File: src/rtl/svo_tmds_dec_if.sv
// Per-lane TMDS receive bundle: deserialized word in, decoded symbol and alignment status out.
interface svo_tmds_dec_if;
    logic [9:0] din;
    logic [7:0] dout;
    logic [1:0] ctrl;
    logic       de;
    logic       valid;
    logic       locked;
    logic [3:0] slip;
    logic       err;

    modport master (output din, input dout, ctrl, de, valid, locked, slip, err);
    modport slave  (input din, output dout, ctrl, de, valid, locked, slip, err);
endinterface

File: src/rtl/svo_tmds_dec.sv
// TMDS lane decoder: hunts for control-token word alignment (slip 0..9), then decodes
// each aligned symbol into pixel data or a control value.
module svo_tmds_dec #(
    parameter int LOCK_TOKENS = 8,
    parameter int DWELL       = 2048,
    parameter int MAX_ACTIVE  = 4095
) (
    input  logic           clk,
    input  logic           resetn,
    svo_tmds_dec_if.slave  bus
);

    localparam int TOK_W   = $clog2(LOCK_TOKENS + 1);
    localparam int DWELL_W = $clog2(DWELL + 1);
    localparam int ACT_W   = $clog2(MAX_ACTIVE + 1);

    localparam logic [TOK_W-1:0]   TOK_LAST   = TOK_W'(LOCK_TOKENS - 1);
    localparam logic [DWELL_W-1:0] DWELL_LAST = DWELL_W'(DWELL - 1);
    localparam logic [ACT_W-1:0]   ACT_MAX    = ACT_W'(MAX_ACTIVE);

    typedef enum logic {SEARCH, LOCKED} state_t;

    // {hit, value} for the four control tokens
    function automatic logic [2:0] ctl_lookup(input logic [9:0] s);
        logic [2:0] r;
        case (s)
            10'b1101010100: r = 3'b100;
            10'b0010101011: r = 3'b101;
            10'b0101010100: r = 3'b110;
            10'b1010101011: r = 3'b111;
            default:        r = 3'b000;
        endcase
        return r;
    endfunction

    function automatic logic [7:0] data_decode(input logic [9:0] s);
        logic [7:0] d;
        logic [7:0] q;
        d    = s[9] ? ~s[7:0] : s[7:0];
        q[0] = d[0];
        for (int i = 1; i < 8; i++) begin
            q[i] = s[8] ? (d[i] ^ d[i-1]) : ~(d[i] ^ d[i-1]);
        end
        return q;
    endfunction

    logic [9:0]         r_cur_q, r_cur_d, r_prev_q, r_prev_d;
    state_t             state_q, state_d;
    logic [3:0]         slip_q, slip_d;
    logic [TOK_W-1:0]   tok_q, tok_d;
    logic [DWELL_W-1:0] dwell_q, dwell_d;
    logic [ACT_W-1:0]   act_q, act_d;
    logic               slip_chg_q, slip_chg_d;
    logic [7:0]         dout_q, dout_d;
    logic [1:0]         ctrl_q, ctrl_d;
    logic               de_q, de_d;
    logic               valid_q, valid_d;
    logic               err_q, err_d;

    logic [19:0] win;
    logic [9:0]  sym;
    logic [2:0]  ctl;
    logic        is_ctl;
    logic        tok_hit;
    logic [3:0]  slip_nxt;

    always_comb begin
        win      = {r_cur_q, r_prev_q};
        sym      = 10'(win >> slip_q);
        ctl      = ctl_lookup(sym);
        is_ctl   = ctl[2];
        // the first symbol seen at a new offset straddles the old window, so it never counts
        tok_hit  = is_ctl && !slip_chg_q;
        slip_nxt = (slip_q == 4'd9) ? 4'd0 : slip_q + 4'd1;
        r_cur_d  = bus.din;
        r_prev_d = r_cur_q;
    end

    always_comb begin
        state_d    = state_q;
        slip_d     = slip_q;
        tok_d      = tok_q;
        dwell_d    = dwell_q;
        act_d      = act_q;
        slip_chg_d = 1'b0;
        err_d      = 1'b0;
        case (state_q)
            SEARCH: begin
                tok_d   = tok_hit ? ((&tok_q) ? tok_q : tok_q + 1'b1) : '0;
                dwell_d = (&dwell_q) ? dwell_q : dwell_q + 1'b1;
                if (tok_hit && tok_q == TOK_LAST) begin
                    state_d = LOCKED;
                    act_d   = '0;
                    tok_d   = '0;
                    dwell_d = '0;
                end else if (dwell_q >= DWELL_LAST) begin
                    slip_d     = slip_nxt;
                    slip_chg_d = 1'b1;
                    tok_d      = '0;
                    dwell_d    = '0;
                end
            end
            LOCKED: begin
                if (is_ctl) begin
                    act_d = '0;
                end else if (act_q >= ACT_MAX) begin
                    state_d    = SEARCH;
                    slip_d     = slip_nxt;
                    slip_chg_d = 1'b1;
                    err_d      = 1'b1;
                    tok_d      = '0;
                    dwell_d    = '0;
                    act_d      = '0;
                end else begin
                    act_d = act_q + 1'b1;
                end
            end
            default: state_d = SEARCH;
        endcase
    end

    always_comb begin
        dout_d  = dout_q;
        ctrl_d  = ctrl_q;
        de_d    = 1'b0;
        valid_d = (state_q == LOCKED);
        if (is_ctl) begin
            ctrl_d = ctl[1:0];
        end else begin
            dout_d = data_decode(sym);
            de_d   = (state_q == LOCKED);
        end
    end

    always_ff @(posedge clk or negedge resetn) begin
        if (!resetn) begin
            r_cur_q    <= '0;
            r_prev_q   <= '0;
            state_q    <= SEARCH;
            slip_q     <= '0;
            tok_q      <= '0;
            dwell_q    <= '0;
            act_q      <= '0;
            slip_chg_q <= 1'b0;
            dout_q     <= '0;
            ctrl_q     <= '0;
            de_q       <= 1'b0;
            valid_q    <= 1'b0;
            err_q      <= 1'b0;
        end else begin
            r_cur_q    <= r_cur_d;
            r_prev_q   <= r_prev_d;
            state_q    <= state_d;
            slip_q     <= slip_d;
            tok_q      <= tok_d;
            dwell_q    <= dwell_d;
            act_q      <= act_d;
            slip_chg_q <= slip_chg_d;
            dout_q     <= dout_d;
            ctrl_q     <= ctrl_d;
            de_q       <= de_d;
            valid_q    <= valid_d;
            err_q      <= err_d;
        end
    end

    assign bus.dout   = dout_q;
    assign bus.ctrl   = ctrl_q;
    assign bus.de     = de_q;
    assign bus.valid  = valid_q;
    assign bus.locked = (state_q == LOCKED);
    assign bus.slip   = slip_q;
    assign bus.err    = err_q;

endmodule

File: src/flat_wrapper.sv
// flat-port wrapper written by rule: the top's interface ports become plain ports
module svo_tmds_dec_flat 
#(
    parameter int LOCK_TOKENS = 8,
    parameter int DWELL       = 2048,
    parameter int MAX_ACTIVE  = 4095
)
  (clk, resetn, bus_din, bus_dout, bus_ctrl, bus_de, bus_valid, bus_locked, bus_slip, bus_err);
  svo_tmds_dec_if bus_i ();
  input  logic clk;
  input  logic resetn;
  input wire logic [$bits(bus_i.din)-1:0] bus_din;
  output wire logic [$bits(bus_i.dout)-1:0] bus_dout;
  output wire logic [$bits(bus_i.ctrl)-1:0] bus_ctrl;
  output wire logic [$bits(bus_i.de)-1:0] bus_de;
  output wire logic [$bits(bus_i.valid)-1:0] bus_valid;
  output wire logic [$bits(bus_i.locked)-1:0] bus_locked;
  output wire logic [$bits(bus_i.slip)-1:0] bus_slip;
  output wire logic [$bits(bus_i.err)-1:0] bus_err;
  assign bus_i.din = bus_din;
  assign bus_dout = bus_i.dout;
  assign bus_ctrl = bus_i.ctrl;
  assign bus_de = bus_i.de;
  assign bus_valid = bus_i.valid;
  assign bus_locked = bus_i.locked;
  assign bus_slip = bus_i.slip;
  assign bus_err = bus_i.err;
  svo_tmds_dec #(.LOCK_TOKENS(LOCK_TOKENS), .DWELL(DWELL), .MAX_ACTIVE(MAX_ACTIVE)) u_core (.clk(clk), .resetn(resetn), .bus(bus_i));
endmodule
File: config.mk
export PLATFORM = sky130hd
export DESIGN_NAME = svo_tmds_dec_flat
export DESIGN_NICKNAME = d
export VERILOG_FILES = /design/src/rtl/svo_tmds_dec_if.sv /design/src/rtl/svo_tmds_dec.sv /design/src/flat_wrapper.sv
export SDC_FILE = /design/constraint.sdc
export NUM_CORES = 1
export LEC_CHECK = 0
export CAP_MARGIN = 0
export CORE_ASPECT_RATIO = 0.5
export CORE_MARGIN = 5
export CORE_UTILIZATION = 55
export CTS_CLUSTER_DIAMETER = 100
export DETAILED_ROUTE_END_ITERATION = 10
export PLACE_DENSITY_LB_ADDON = 0.3
export SYNTH_ARGS = -nofsm -noshare
export SYNTH_HDL_FRONTEND = slang
export SYNTH_SLANG_ARGS = --single-unit
export TNS_END_PERCENT = 30
File: constraint.sdc
create_clock -name clk -period 7.4 [get_ports clk]
set_input_delay 1.11 -clock clk [delete_from_list [all_inputs] [get_ports clk]]
set_output_delay 1.11 -clock clk [all_outputs]
set_load 0.05 [all_outputs]
## After elaboration in Yosys (flattened, before gate mapping)

Index checks and enable logic that the tools add are counted.

- Add/subtract/negate cells: 4
- Magnitude comparators: 2
- Equal/unequal tests: 13
- Shift-type cells: 1
- Muxes and demuxes: 43
- Bitwise logic cells: 16
- Reduce and logical (&&, ||, !) cells: 8

Operators by type and width:

| operator | number |
|---|---|
| 12-bit two-way mux | 8 |
| 12-bit one-hot mux with 2 select lines | 2 |
| 4-bit two-way mux | 11 |
| 12-bit by 1-bit adder with 12-bit output (second input constant) | 2 |
| 10-bit equality test (second input constant) | 2 |
| 20-bit by 4-bit >> shifter with 10-bit output | 1 |
| 1-bit two-way mux | 16 |
| 4-bit one-hot mux with 2 select lines | 2 |
| 12-bit by 11-bit greater-or-equal comparator with 1-bit output (second input constant) | 1 |
| 12-bit greater-or-equal comparator (second input constant) | 1 |
| 3-bit one-hot mux with 4 select lines | 1 |
| 12-bit AND reduction | 1 |
| 10-bit by 8-bit equality test with 1-bit output (second input constant) | 1 |
| 10-bit by 9-bit equality test with 1-bit output (second input constant) | 1 |
| 4-bit by 1-bit adder with 4-bit output (second input constant) | 2 |
| 8-bit two-way mux | 1 |
| 1-bit NOT | 8 |
| 8-bit NOT | 1 |
| 4-bit AND reduction | 2 |
| 1-bit XOR | 7 |
| 2-bit inequality test (second input constant) | 3 |
| 3-bit AND reduction | 2 |
| 5-bit inequality test (second input constant) | 1 |
| 4-bit by 3-bit equality test with 1-bit output (second input constant) | 1 |
| 6 further kinds | 9 |

- Bits in registers: 67
- Bits of input ports: 12
- Output and inout port bits: 18

## Logic depth before layout (Yosys ltp)

Gate-level depths: netlist of the first run.

- Depth after elaboration: 8
- Gate-level depth with buffers: 18
- Gate-level depth less buffers: 15

## Worst setup path before layout of the first run

No wires, ideal clock.

- Kind: register to register
- Start point: reg u_core.slip_q[0] (netlist: u_core.bus.slip[0])
- End point: reg u_core.slip_q[3] (netlist: u_core.bus.slip[3])
- Setup time: 0.121 ns
- Data arrival time: 3.912 ns
- Data required time: 7.279 ns
- Setup slack: 3.367 ns
- Cell stages (with the launch flop): 15
- Period minus slack after synthesis: 4.033 ns
- Cells stage by stage: dfrtp_1 -> buf_6 -> buf_1 -> mux2i_1 -> mux2i_1 -> mux4_2 -> inv_1 -> ha_1 -> nand4_1 -> a211o_4 -> a2111oi_4 -> buf_6 -> o22ai_2 -> a41o_1 -> a22o_1

- Cells in the longest elaborated chain, start to end: 7
- Elaborated cells between the ends (all ways): 19

Ends and longest elaborated chain:

| item | RTL line | RTL |
|---|---|---|
| start, declared | svo_tmds_dec.sv:49 | `logic [3:0] slip_q, slip_d;` |
| start signal, assigned | svo_tmds_dec.sv:154 | `slip_q <= slip_d;` |
| 20-bit by 4-bit >> shifter with 10-bit output | svo_tmds_dec.sv:69 | `sym = 10'(win >> slip_q);` |
| 10-bit equality test, or another cell as far along | svo_tmds_dec.sv:26 | `case (s)` |
| 3-bit one-hot mux with 4 select lines | svo_tmds_dec.sv:26 |  |
| 1-bit logical AND | svo_tmds_dec.sv:73 | `tok_hit = is_ctl && !slip_chg_q;` |
| 1-bit logical AND | svo_tmds_dec.sv:91 | `if (tok_hit && tok_q == TOK_LAST) begin` |
| 2-bit inequality test (no line) | -- |  |
| 4-bit AND reduction (no line) | -- |  |

Several ways; a longest one is shown, not always the timed one. The select of a mux whose other input is x is not followed.
A chain may end at the register's enable or synchronous reset.

## Worst setup path in the final report of the first run

- Start point: reg u_core.slip_q[1] (netlist: u_core.bus.slip[1])
- End point: reg u_core.dwell_q[9]

- Cells in the longest elaborated chain, start to end: 7
- Elaborated cells between the ends (all ways): 13

Ends and longest elaborated chain:

| item | RTL line | RTL |
|---|---|---|
| 20-bit by 4-bit >> shifter with 10-bit output * | svo_tmds_dec.sv:69 |  |
| 10-bit equality test, or another cell as far along | svo_tmds_dec.sv:26 |  |
| 3-bit one-hot mux with 4 select lines * | svo_tmds_dec.sv:26 |  |
| 1-bit logical AND | svo_tmds_dec.sv:73 |  |
| 1-bit logical AND | svo_tmds_dec.sv:91 |  |
| 4-bit inequality test (no line) or 12-bit two-way mux (tied branches) | -- |  |
| 3-bit AND reduction (no line) or 12-bit one-hot mux with 2 select lines (tied branches) | -- |  |
| end signal, assigned | svo_tmds_dec.sv:156 | `dwell_q <= dwell_d;` |
| end, declared | svo_tmds_dec.sv:51 | `logic [DWELL_W-1:0] dwell_q, dwell_d;` |

Every way passes the cells marked *; elsewhere a longest branch is shown, timed or not.

==> results of run 1 <==
[Yosys cell counts, types with 2 or more instances]
cell type  number
and2_1          2
buf_1           2
a22o_1          5
nor2_1         21
nand4_1         5
o211ai_1        2
nand3_1        11
o21a_1          2
o41ai_1         2
dfrtp_1        67
buf_6           2
o31ai_1         3
inv_1          18
mux2i_1        30
and3_1         10
nand2_1        31
o21ai_0        40
a21oi_1         4
xor2_1          4
nand2b_1        5
a211oi_1        3
o2bb2ai_1       2
clkbuf_1       11
mux4_2          8
mux2_2          7
nor3_1          7
ha_1           11
nor2b_1         2
xnor2_1        10
[state kept, by name (all words and copies together) (netlist names)]
| name | cells |
|---|---|
| u_core.act_q | 12 |
| u_core.bus.ctrl | 2 |
| u_core.bus.de | 1 |
| u_core.bus.dout | 8 |
| u_core.bus.err | 1 |
| u_core.bus.locked | 1 |
| u_core.bus.slip | 4 |
| u_core.bus.valid | 1 |
| u_core.dwell_q | 12 |
| u_core.r_cur_q | 10 |
| u_core.r_prev_q | 10 |
| u_core.slip_chg_q | 1 |
| u_core.tok_q | 4 |
[worst max-delay path, stage by stage (launching register included)]
cell	delay [ns]
dfrtp_1	1.03
mux2_2	0.43
mux2_2	0.26
o21ai_0	0.36
ha_1	0.24
nand4_1	0.14
a211o_4	0.38
a2111oi_4	0.66
nor2_1	0.37
a21o_1	0.24
a22o_1	0.23
[routing by layer]
| metal | track usage | vias up | wire, microns |
|---|---|---|---|
| li1 | - | 1311 | - |
| met1 | 0.240 | 1337 | 3310 |
| met2 | 0.342 | 74 | 3810 |
| met3 | 0.0648 | 15 | 422 |
| met5 | 0 | - | 0 |
| met4 | 0.0581 | 0 | 110 |
[final cells by class]
| class | count | area share |
|---|---|---|
| clock inverter | 4 | 0.0120 |
| sequential | 67 | 0.391 |
| tap | 92 | 0.0269 |
| inverter | 19 | 0.0167 |
| multi-input combinational | 246 | 0.428 |
| clock buffer | 12 | 0.0552 |
| timing repair buffer | 31 | 0.0701 |
[logic make-up after synthesis]
group | share of synthesized area
multiplexers | 0.153
XOR/XNOR | 0.0335
adder cells (fa/ha/maj) | 0.0376
flip-flops | 0.459
buffers and inverters | 0.0404
AO/OA/AOI/OAI | 0.144
AND/OR/NAND/NOR | 0.133
[worst paths after layout]
path                                                startpoint                             end  slack, ns
max in group asynchronous                               resetn  u_core.bus.dout[2]$_DFFE_PN0N_       5.91
min in group asynchronous                               resetn     u_core.act_q[3]$_DFFE_PN0P_       0.96
worst min register to register     u_core.r_cur_q[2]$_DFF_PN0_    u_core.r_prev_q[2]$_DFF_PN0_       0.44
worst max register to register  u_core.bus.slip[1]$_DFFE_PN0P_   u_core.dwell_q[9]$_DFFE_PN0P_       2.95
worst max-delay path            u_core.bus.slip[1]$_DFFE_PN0P_   u_core.dwell_q[9]$_DFFE_PN0P_       2.95
worst min-delay path               u_core.r_cur_q[2]$_DFF_PN0_    u_core.r_prev_q[2]$_DFF_PN0_       0.44
[metrics by stage]
| stage | worst slack, ns | util | hold WS (ns) |
|---|---|---|---|
| 2_1_floorplan | 3.37 | - | 0.384 |
| 4_1_cts | 2.98 | 0.652 | 0.439 |
| 3_5_place_dp | 3.04 | 0.608 | 0.424 |
| 5_1_grt | 2.62 | 0.652 | 0.452 |
| 6_report | 2.95 | 0.652 | 0.436 |
| 3_3_place_gp | 3.22 | 0.608 | 0.417 |
[power by group through the flow]
stage	Clock [mW]	Combinational, mW	Sequential [mW]
5_1_grt	0.434	0.0970	0.390
3_5_place_dp	0	0.0897	0.395
6_report	0.413	0.0895	0.388
3_3_place_gp	0	0.0887	0.394
4_1_cts	0.420	0.0908	0.389
2_1_floorplan	0	0.0283	0.419
==> flow_summary.json, run 1 <==
{
  "status": "finished clean",
  "cap_violations": 0,
  "fin_cells": 471,
  "p_leak_nw": 1.80,
  "fin_area_sq_um": 4280,
  "yosysTopAreaCellShare": 0.459,
  "cts-root-buf": "clkbuf_16",
  "p_int_uw": 675,
  "hold_viol": 0,
  "hold_depth": 0,
  "rsz0062_at_grt": "false",
  "synth-seq-cells": 67,
  "end_kind": "flip-flop",
  "overflow": 0,
  "antenna_found_initial": 0,
  "core.rowCount": 21,
  "synth_cells": 348,
  "worst-r2r-cell-count": 10,
  "cts_hold_buf": 0,
  "total_power_uw": 891,
  "ys_types": 50,
  "n_antenna_cell": 0,
  "final_common_cell": "dfrtp_1",
  "worstPathRequired_ns": 7.62,
  "grt_pass1_wl_mm": 13.1,
  "setup-tns-final_ns": 0,
  "fp.dieH_microns": 67.7,
  "die_area_sq_um": 8480,
  "n_fill_cell": 516,
  "portBuffers": 29,
  "worst_ep_arrival_time_ns": 4.67,
  "regArea_sq_um": 1680,
  "grt_pass1_vias": 2722,
  "grt_util_all_layers": 0.197,
  "setup_viol": 0,
  "fp.dieW_microns": 125,
  "vias_per_cell": 5.81,
  "hold_path.class": "reg2reg",
  "clock_power_share": 0.463,
  "swShare": 0.242,
  "final-max-slew-violation-count": 0,
  "cts_sinks": 67,
  "dpl.hpwl_mm": 5.27,
  "core_region_area_sq_um": 6570,
  "clkTransAtPathRegs_ns": 0.05,
  "start_util": 0.557,
  "synth_top_area_cell": "dfrtp_1",
  "p_seq_frac": 0.436,
  "worst_slew_pin_slew_ns": 1.05,
  "drc": 0,
  "drive_gt1_frac": 0.0950,
  "gp_congestion": 0.859,
  "power_frac_comb": 0.101,
  "peakVddDrop_v": 0.000126,
  "ctsResizeCount": 0,
  "max_freq_mhz": 225,
  "first_pass_iters": 4,
  "grt_max_degree": 68,
  "async_reset_ff_frac": 1.00,
  "ant_nets": 0,
  "synth_fp_nets": 371,
  "syn_avg_cell_area_sq_um": 10.5,
  "yosysSeqAreaShare": 0.459,
  "clock_latency_ns": 0.33,
  "final_nets": 397,
  "synth_flop_cell": "dfrtp_1",
  "dr_total_vias": 2737,
  "dpl-instance-area_sq_um": 4000,
  "cp_max_fo": 28,
  "slew-limit-headroom": 0.298,
  "post-cts-setup-buffer-count": 0,
  "synth.cell_area_sq_um": 3660,
  "synth_warnings": 0,
  "placed_cells": 455,
  "synth_area_leaders": "dfrtp_1 (46%), mux2i_1 (8.2%), o21ai_0 (5.5%)",
  "layout_common_cells": "dfrtp_1 (67), o21ai_0 (40), nand2_1 (31)",
  "clock_path_buffers": 2,
  "critPathLaunchType": "flip-flop",
  "power_density_nw_per_um2": 208,
  "period_minus_slack_ns": 4.45,
  "cts_tree": "built",
  "synth_edf_count": 0,
  "routed_wirelength_mm": 7.65,
  "ios": 30,
  "numCtsBuffers": 9,
  "multi_input_comb_area_sq_um": 1830,
  "ctsHtreeMaxLevel": 3,
  "syn_to_final_growth_pct": 17.1,
  "drt-initial-drc-count": 173,
  "finalClockSkew_ns": 0.00783,
  "switchingPower_uw": 216,
  "fin_crit_sh": 0.602,
  "path_class": "reg2reg",
  "drt-wirelength-per-cell_microns": 16.2
}
Power figures use the tool's default switching activity.
==> run 2, diff against run 1 <==
==> constraint.sdc (replaced) <==
create_clock -name clk -period 4.6 [get_ports clk]
set_input_delay 0.69 -clock clk [delete_from_list [all_inputs] [get_ports clk]]
set_output_delay 0.69 -clock clk [all_outputs]
set_load 0.05 [all_outputs]
==> run 2 against run 1 <==
Count of clock-buffer cells in the layout is 2 lower. Fmax is 9.4% higher. Cell count is 0.21% higher. First-iteration DRC count is 21% lower. Critical path type unchanged. Critical endpoint unchanged. Highest routed layer unchanged.
==> flow_summary.json, run 2 (synthesis gave the netlist of run 1 again) <==
{
  "status": "finished clean",
  "finalClockSkew_ns": 0.00721,
  "die_area_sq_um": 8480,
  "regArea_sq_um": 1680,
  "numCtsBuffers": 9,
  "ios": 30,
  "p_leak_nw": 1.80,
  "slew-limit-headroom": 0.405,
  "drt-wirelength-per-cell_microns": 15.6,
  "cts-root-buf": "clkbuf_16",
  "ctsHtreeMaxLevel": 3,
  "antenna_found_initial": 0,
  "critPathLaunchType": "flip-flop",
  "first_pass_iters": 4,
  "cts_hold_buf": 0,
  "final-max-slew-violation-count": 0,
  "multi_input_comb_area_sq_um": 1830,
  "cts_tree": "built",
  "core_region_area_sq_um": 6570,
  "total_power_mw": 1.40,
  "worst_slew_pin_slew_ns": 0.892,
  "gp_congestion": 0.930,
  "grt_max_degree": 68,
  "clock_latency_ns": 0.33,
  "cts_sinks": 67,
  "cp_max_fo": 19,
  "final_common_cell": "dfrtp_1",
  "worst_r2r_startpoint": "u_core.bus.slip[1]$_DFFE_PN0P_",
  "dpl.hpwl_mm": 5.30,
  "clkTransAtPathRegs_ns": 0.06,
  "portBuffers": 29,
  "ctsResizeCount": 0,
  "end_kind": "flip-flop",
  "fin_crit_sh": 0.885,
  "path_class": "reg2reg",
  "setup-tns-final_ns": 0,
  "drt-initial-drc-count": 137,
  "hold_path.class": "reg2reg",
  "routed_wirelength_mm": 7.38,
  "grt_pass1_wl_mm": 13.1,
  "clock_path_buffers": 2,
  "core.rowCount": 21,
  "power_density_nw_per_um2": 325,
  "n_fill_cell": 502,
  "ant_nets": 0,
  "cap_violations": 0,
  "worst_ep_arrival_time_ns": 4.29,
  "start_util": 0.557,
  "setup_viol": 0,
  "hold_viol": 0,
  "layout_common_cells": "dfrtp_1 (67), o21ai_0 (40), nand2_1 (31)",
  "overflow": 0,
  "n_antenna_cell": 0,
  "fp.dieH_microns": 67.7,
  "crit_start": "u_core.bus.slip[1]$_DFFE_PN0P_",
  "fp.dieW_microns": 125,
  "post-cts-setup-buffer-count": 0,
  "dr_total_vias": 2666,
  "peakVddDrop_v": 0.000175,
  "drive_gt1_frac": 0.105,
  "rsz0062_at_grt": "false",
  "worstPathRequired_ns": 4.82,
  "syn_to_final_growth_pct": 17.6,
  "period_minus_slack_ns": 4.07,
  "vias_per_cell": 5.65,
  "grt_pass1_vias": 2699,
  "hold_start": "u_core.r_cur_q[9]$_DFF_PN0_",
  "drc": 0,
  "final_nets": 399,
  "grt_util_all_layers": 0.200,
  "max_freq_mhz": 246,
  "reg_top3": "u_core.act_q (12), u_core.dwell_q (12)"
}
## run 2: per-stage QoR
step	setup slack (ns)	hold WS, ns	instance area [sq um]	util	instances
after floorplan	0.567	0.384	3660	-	348
after global placement	0.627	0.417	4020	0.612	457
after detailed placement	0.528	0.419	4020	0.612	457
after CTS	0.517	0.436	4300	0.655	472
after global routing	0.130	0.441	4300	0.655	472
final	0.531	0.433	4300	0.655	472
## run 2: area by class of cell
type	instances	share of cell area
inverters	19	0.0166
clock buffers	10	0.0556
multi-input cells	246	0.426
flip-flops and latches	67	0.390
clock inverters	5	0.00902
repair buffers	33	0.0762
well taps	92	0.0268
## run 2: power by group
group	total, mW	switching [mW]	internal (mW)
Combinational	0.143	0.0878	0.0554
Sequential	0.624	0.0137	0.611
Clock	0.631	0.254	0.377
Total	1.40	0.355	1.04
## run 2: metal layers
metal | routed length (microns) | GRT usage | vias up | share of wire
met5 | 0 | 0 | - | 0
met4 | 78 | 0.0662 | 0 | 0.011
met3 | 308 | 0.0853 | 8 | 0.042
met2 | 3590 | 0.326 | 42 | 0.49
met1 | 3400 | 0.244 | 1299 | 0.46
li1 | - | - | 1317 | -
## run 2: path summary, 6_finish.rpt
kind | end | slack (ns) | depth (start not counted)
worst max-delay path | u_core.dwell_q[9]$_DFFE_PN0P_ | 0.53 | 11
worst min-delay path | u_core.r_prev_q[9]$_DFF_PN0_ | 0.43 | 0
worst max register to register | u_core.dwell_q[9]$_DFFE_PN0P_ | 0.53 | 11
worst min register to register | u_core.r_prev_q[9]$_DFF_PN0_ | 0.43 | 0
max in group asynchronous | u_core.r_prev_q[2]$_DFF_PN0_ | 3.52 | 2
min in group asynchronous | u_core.dwell_q[9]$_DFFE_PN0P_ | 0.54 | 2
## run 2: worst max-delay path, stage by stage, from the launching register on
cell and delay [ns]:
dfrtp_1 0.79, buf_4 0.32, mux2i_1 0.10, mux2_2 0.27, o21ai_0 0.35, ha_1 0.21, nand4_1 0.12, a211o_4 0.37
a2111oi_4 0.62, nor2_1 0.35, a21o_1 0.23, a22o_1 0.22
